## src/rtl/hmac_msg_packer.sv

```systemverilog
// Packs a 32-bit big-endian word stream into 512-bit SHA-256 blocks with HMAC-prefix-aware padding.
// Latency: a block completed by an accepted word is valid the next cycle; a pad block follows its predecessor's transfer by one cycle.
// Backpressure: words are only accepted while filling; a presented block is held stable until blk_ready.
module hmac_msg_packer #(
  parameter int PREFIX_BITS = 512,
  parameter int CNT_W       = 32
) (
  input  logic         clock,
  input  logic         reset_n,
  input  logic         msg_valid,
  output logic         msg_ready,
  input  logic [31:0]  msg_data,
  input  logic         msg_last,
  input  logic [2:0]   msg_bytes,
  output logic         blk_valid,
  input  logic         blk_ready,
  output logic [511:0] blk_data,
  output logic         blk_init,
  output logic         blk_final,
  output logic [9:0]   blk_len,
  output logic         overflow
);

  // The pad-only block is loaded on the same edge the preceding block
  // transfers, so it never needs a cycle of its own outside EMIT.
  typedef enum logic {S_FILL, S_EMIT} state_t;

  state_t             r_state;
  logic [3:0]         r_widx;
  logic [CNT_W-1:0]   r_cnt;
  logic               r_first;
  logic               r_pad_pend;
  logic               r_pad80;
  logic [511:0]       r_blk_data;
  logic               r_init;
  logic               r_final;
  logic [9:0]         r_len;
  logic               r_ovf;

  logic [2:0]         w_n;
  logic [2:0]         w_add;
  logic [CNT_W-1:0]   w_cnt_nxt;
  logic               w_carry;
  logic [6:0]         w_u;
  logic [31:0]        w_mask;
  logic [31:0]        w_word;
  logic [63:0]        w_len_new;
  logic [63:0]        w_len_cur;
  logic [511:0]       w_ins;
  logic [511:0]       w_tail;
  logic [511:0]       w_pad;

  assign w_n        = (msg_bytes > 3'd4) ? 3'd4 : msg_bytes;
  assign w_add      = msg_last ? w_n : 3'd4;
  assign {w_carry, w_cnt_nxt} = {1'b0, r_cnt} + (CNT_W+1)'(w_add);
  assign w_u        = 7'({r_widx, 2'b00}) + 7'(w_n);
  assign w_word     = msg_data & w_mask;
  assign w_len_new  = 64'(PREFIX_BITS) + (64'(w_cnt_nxt) << 3);
  assign w_len_cur  = 64'(PREFIX_BITS) + (64'(r_cnt) << 3);
  assign w_pad      = {(r_pad80 ? 8'h80 : 8'h00), 440'd0, w_len_cur};

  // Keep only the first n bytes of the tail word; junk beyond them must not leak.
  always_comb begin
    w_mask = 32'hFFFF_FFFF;
    case (w_n)
      3'd0:    w_mask = 32'h0000_0000;
      3'd1:    w_mask = 32'hFF00_0000;
      3'd2:    w_mask = 32'hFFFF_0000;
      3'd3:    w_mask = 32'hFFFF_FF00;
      default: w_mask = 32'hFFFF_FFFF;
    endcase
  end

  // Build the next buffer for a plain word (w_ins) and for a tail word with padding (w_tail).
  always_comb begin
    w_ins  = r_blk_data;
    w_tail = r_blk_data;
    for (int i = 0; i < 16; i++) begin
      if (4'(i) == r_widx) begin
        w_ins[511-32*i -: 32]  = msg_data;
        w_tail[511-32*i -: 32] = w_word;
      end else if (4'(i) > r_widx) begin
        w_tail[511-32*i -: 32] = 32'h0;
      end
    end
    for (int j = 0; j < 64; j++) begin
      if (w_u == 7'(j)) w_tail[511-8*j -: 8] = 8'h80;
    end
    if (w_u <= 7'd55) w_tail[63:0] = w_len_new;
  end

  // Fill/emit sequencing with registered block outputs.
  always_ff @(posedge clock or negedge reset_n) begin
    if (!reset_n) begin
      r_state    <= S_FILL;
      r_widx     <= 4'd0;
      r_cnt      <= '0;
      r_first    <= 1'b1;
      r_pad_pend <= 1'b0;
      r_pad80    <= 1'b0;
      r_blk_data <= '0;
      r_init     <= 1'b0;
      r_final    <= 1'b0;
      r_len      <= 10'd0;
      r_ovf      <= 1'b0;
    end else begin
      case (r_state)
        S_FILL: begin
          if (msg_valid) begin
            r_cnt <= w_cnt_nxt;
            if (w_carry) r_ovf <= 1'b1;
            if (msg_last) begin
              r_blk_data <= w_tail;
              r_init     <= r_first;
              r_len      <= 10'(w_u);
              r_widx     <= 4'd0;
              r_state    <= S_EMIT;
              if (w_u <= 7'd55) begin
                r_final    <= 1'b1;
                r_pad_pend <= 1'b0;
              end else begin
                r_final    <= 1'b0;
                r_pad_pend <= 1'b1;
                r_pad80    <= (w_u == 7'd64);
              end
            end else begin
              r_blk_data <= w_ins;
              if (r_widx == 4'd15) begin
                r_init     <= r_first;
                r_final    <= 1'b0;
                r_len      <= 10'd64;
                r_pad_pend <= 1'b0;
                r_widx     <= 4'd0;
                r_state    <= S_EMIT;
              end else begin
                r_widx <= r_widx + 4'd1;
              end
            end
          end
        end
        S_EMIT: begin
          if (blk_ready) begin
            r_first <= 1'b0;
            if (r_final) begin
              r_state <= S_FILL;
              r_widx  <= 4'd0;
              r_cnt   <= '0;
              r_first <= 1'b1;
            end else if (r_pad_pend) begin
              r_blk_data <= w_pad;
              r_init     <= 1'b0;
              r_final    <= 1'b1;
              r_len      <= 10'd0;
              r_pad_pend <= 1'b0;
            end else begin
              r_state <= S_FILL;
            end
          end
        end
        default: r_state <= S_FILL;
      endcase
    end
  end

  assign msg_ready = (r_state == S_FILL);
  assign blk_valid = (r_state == S_EMIT);
  assign blk_data  = r_blk_data;
  assign blk_init  = r_init;
  assign blk_final = r_final;
  assign blk_len   = r_len;
  assign overflow  = r_ovf;

endmodule

```

## config.mk

```make
export PLATFORM = sky130hd
export DESIGN_NAME = hmac_msg_packer
export DESIGN_NICKNAME = d
export VERILOG_FILES = /design/src/rtl/hmac_msg_packer.sv
export SDC_FILE = /design/constraint.sdc
export NUM_CORES = 1
export LEC_CHECK = 0
export CAP_MARGIN = 20
export CORE_ASPECT_RATIO = 1.75
export CORE_UTILIZATION = 30
export CTS_BUF_LIST = sky130_fd_sc_hd__clkbuf_8 sky130_fd_sc_hd__clkbuf_16
export DETAILED_ROUTE_END_ITERATION = 7
export PLACE_DENSITY = 0.51
export SYNTH_ARGS = -nofsm -noshare
export SYNTH_HDL_FRONTEND = slang
export SYNTH_SLANG_ARGS = --single-unit
```

## constraint.sdc

```tcl
create_clock -name clock -period 7.33 [get_ports clock]
set_input_delay 0.733 -clock clock [delete_from_list [all_inputs] [get_ports clock]]
set_output_delay 0.733 -clock clock [all_outputs]
set_load 0.05 [all_outputs]
```

==> flow_metrics.py <==
metrics = {
    "critical_path": {
        "end_kind": "register",
        "startpoint_type": "input pin",
        "crit_start": "msg_bytes[2]",
        "path_cells": "clkdlybuf4s50_1 > buf_4 > nor2b_1 > and2_1 > ha_1 > inv_1 > fa_1 > and2b_2 > o2111ai_4 > xnor2_2 > or4b_1 > nor4_4 > nand2_1 > or3_1 > nand3_1",
        "crit_family": "simple AND/OR/NAND/NOR gates",
        "crit_required_ns": 7.91,
        "crit_buf_inv": 3,
        "worstPathMaxFanout": 22,
        "slowest_delay_ns": 0.77,
        "r2r_start": "r_cnt[0]$_DFFE_PN0P_",
        "crit_slowest_cell": "nor4_4",
        "worstSetupPathDepth": 15,
        "crit_arrival_ns": 5.58,
        "ff2ff_path_depth": 11,
        "crit_type": "in -> reg",
    },
    "sta": {
        "hold_violations": 0,
        "setup_viol": 0,
        "worst_slew_pin_slew_ns": 1.25,
        "timing.slew.headroom_pct": 16.5,
        "finalCritPeriodShare_pct": 68.2,
        "slew_violations": 0,
        "period_minus_slack_ns": 5.00,
        "rsz0062_at_grt": "false",
        "max_freq_ghz": 0.200,
        "finClkSkew_ns": 0.0265,
        "finalSetupTns_ns": 0,
    },
    "route": {
        "firstDrtPassIters": 6,
        "wl_per_cell_um": 27.3,
        "wirelength_um": 150000,
        "drc": 0,
        "num_vias": 30000,
        "via_per_inst": 5.46,
        "drt_iter0_markers": 2851,
        "ant_nets": 0,
    },
    "grt": {
        "grt_usage_pct": 29.7,
        "gr-total-overflow": 0,
        "antenna_found_initial": 5,
        "grt_first_pass_wirelength_um": 214000,
        "grt_max_degree": 151,
        "grt_pass1_vias": 28700,
    },
    "die": {
        "die_h_um": 417,
        "ios": 567,
        "placement_rows": 151,
        "start_util_pct": 30.4,
        "die-area_mm2": 0.0997,
        "dieWidth_um": 239,
        "design.core.area_mm2": 0.0971,
    },
    "finish": {
        "drive_above_1_share_pct": 5.95,
        "final_common_cell": "o21ai_0",
        "final_cell_mix": "o21ai_0, nand2_1, clkdlybuf4s50_1, dfrtp_1, nor2_1",
        "syn2layout_area_growth_pct": 29.8,
        "fin_cells": 5504,
        "fin_area_mm2": 0.0383,
        "post-route-util_pct": 39.5,
        "final_nets": 4209,
    },
    "job": {
        "cap_violations": 0,
    },
    "logic_synthesis": {
        "netlist_area_mm2": 0.0295,
        "synth_top_area_share_pct": 47.5,
        "synth_top_area_cell": "dfrtp_1",
        "syn-mean-instance-area_um2": 7.92,
        "synth_top_flop_cell": "dfrtp_1",
        "ys_warn_count": 0,
        "ys_seq_elements": 562,
        "synth_area_leaders": "dfrtp_1, o21ai_0, nand2_1",
        "syn_inst": 3726,
        "async_reset_ff_share_pct": 100,
        "synth_edf_count": 0,
        "seq_area_frac_synth_pct": 47.6,
        "ys_types": 91,
    },
    "clock_tree": {
        "post_cts_buffers": 0,
        "htree_levels": 2,
        "clockBufferDepth": 3,
        "path_clk_slew_ns": 0.06,
        "cts-root-buf": "clkbuf_16",
        "cts_tree": "done",
        "insertion_delay_ns": 0.67,
        "numCtsBuffers": 57,
        "clock-sinks": 562,
    },
    "power_and_ir_drop": {
        "irDropWorstVdd_mv": 0.190,
        "p_leak_nw": 15.9,
        "total_power_mw": 13.1,
        "pwr_density_cell_mw_per_mm2": 341,
    },
    "placement": {
        "hpwl_um": 108000,
        "dpl.cell_count": 5384,
        "postPlaceCellArea_mm2": 0.0364,
        "port-buffer-count": 563,
        "place.gp.congestion": 0.949,
    },
    "hold_path": {
        "whs_path_depth": 2,
        "hp-start": "blk_data[380]$_DFFE_PN0P_",
        "holdCritPathClass": "reg -> reg",
    },
    "outcome": {
        "status": "finished, final reports clean",
    },
}
## kinds of logic after synthesis
family	after synthesis	share of synthesized area [%]
and+or+nand+nor	1380	19.7
AOI/OAI and AO/OA	1317	24.8
DFF	562	47.6
buffers and inverters	390	5.30
xor gates and xnor gates	55	1.71
adders and majority gates	11	0.492
muxes	10	0.377
other	1	0.0127
## cell usage after synthesis (10+ instances only)
library cell    n
a21o_1         16
a21oi_1        77
a221oi_1       12
a22o_1         35
a31oi_1        15
and2_1         15
and3_1         10
buf_1          13
clkbuf_1      265
dfrtp_1       561
ha_1           10
inv_1          87
nand2_1       889
nand3_1       129
nand4_1        11
nor2_1        208
nor2b_1        11
nor3_1         30
nor4_1         11
o211ai_1       32
o21a_1         12
o21ai_0       976
o21ai_1        38
o221ai_1       17
o22ai_1        10
o31ai_1        15
or3_1          10
xnor2_1        38
xor2_1         14
## worst reg2reg max path, stage by stage (launching register included)
cell and delay [ns]:
dfrtp_1 0.38, ha_1 0.23, inv_1 0.08, fa_1 0.42, and2b_2 0.35, o2111ai_4 0.30
xnor2_2 0.26, or4b_1 0.64, nor4_4 0.78, nand2_1 0.31, or3_1 0.41, nand3_1 0.09
## final cells by class
class / instances / area (µm²)
Tap cell: 1300 / 1630
Antenna cell: 4 / 10.0
Timing Repair Buffer: 673 / 6490
Inverter: 88 / 330
Fill cell: 10100 / 58800
Multi-Input combinational cell: 2776 / 14000
Sequential cell: 562 / 14100
Clock buffer: 64 / 1520
Clock inverter: 37 / 297
## flip-flops by register name, summed over array words and instances (netlist names), 4 cells and up
register  cells
r_widx        4
blk_len       7
r_cnt        32
blk_data    512
## report_power, final
part / switching [mW] / total (mW) / internal (mW)
clock network: 1.37 / 2.99 / 1.62
registers: 0.570 / 4.35 / 3.78
logic: 4.13 / 5.73 / 1.60
## path summary, 6_finish.rpt
path | to | slack (ns)
max in group asynchronous | blk_data[110]$_DFFE_PN0P_ | 4.74
worst min-delay path | blk_data[380]$_DFFE_PN0P_ | 0.48
worst max-delay path | blk_data[32]$_DFFE_PN0P_ | 2.33
worst max register to register | blk_data[32]$_DFFE_PN0P_ | 3.01
min in group asynchronous | blk_data[339]$_DFFE_PN0P_ | 0.58
worst min register to register | blk_data[380]$_DFFE_PN0P_ | 0.48
## through the flow
stage	hold WS, ns	setup WS (ns)
after floorplan	0.437	2.40
after global placement	0.458	1.79
after detailed placement	0.460	1.76
after CTS	0.481	2.43
after global routing	0.494	2.12
final	0.477	2.33
## layer usage
layer	GRT usage [%]	routed length, µm	vias to the layer above
met5	0	0	-
met3	4.13	8980	342
met1	37.3	60600	14700
met4	17.2	9660	0
li1	-	-	13700
met2	48.5	71100	1318
## what timing repair did
action                                  4_1_cts  5_1_grt
hold buffers                                  1        0
hold endpoints to repair                     19        0
gates resized for setup                       0        0
endpoints found under the setup margin        0        0
Note: power is estimated with default switching activity, not from simulation.
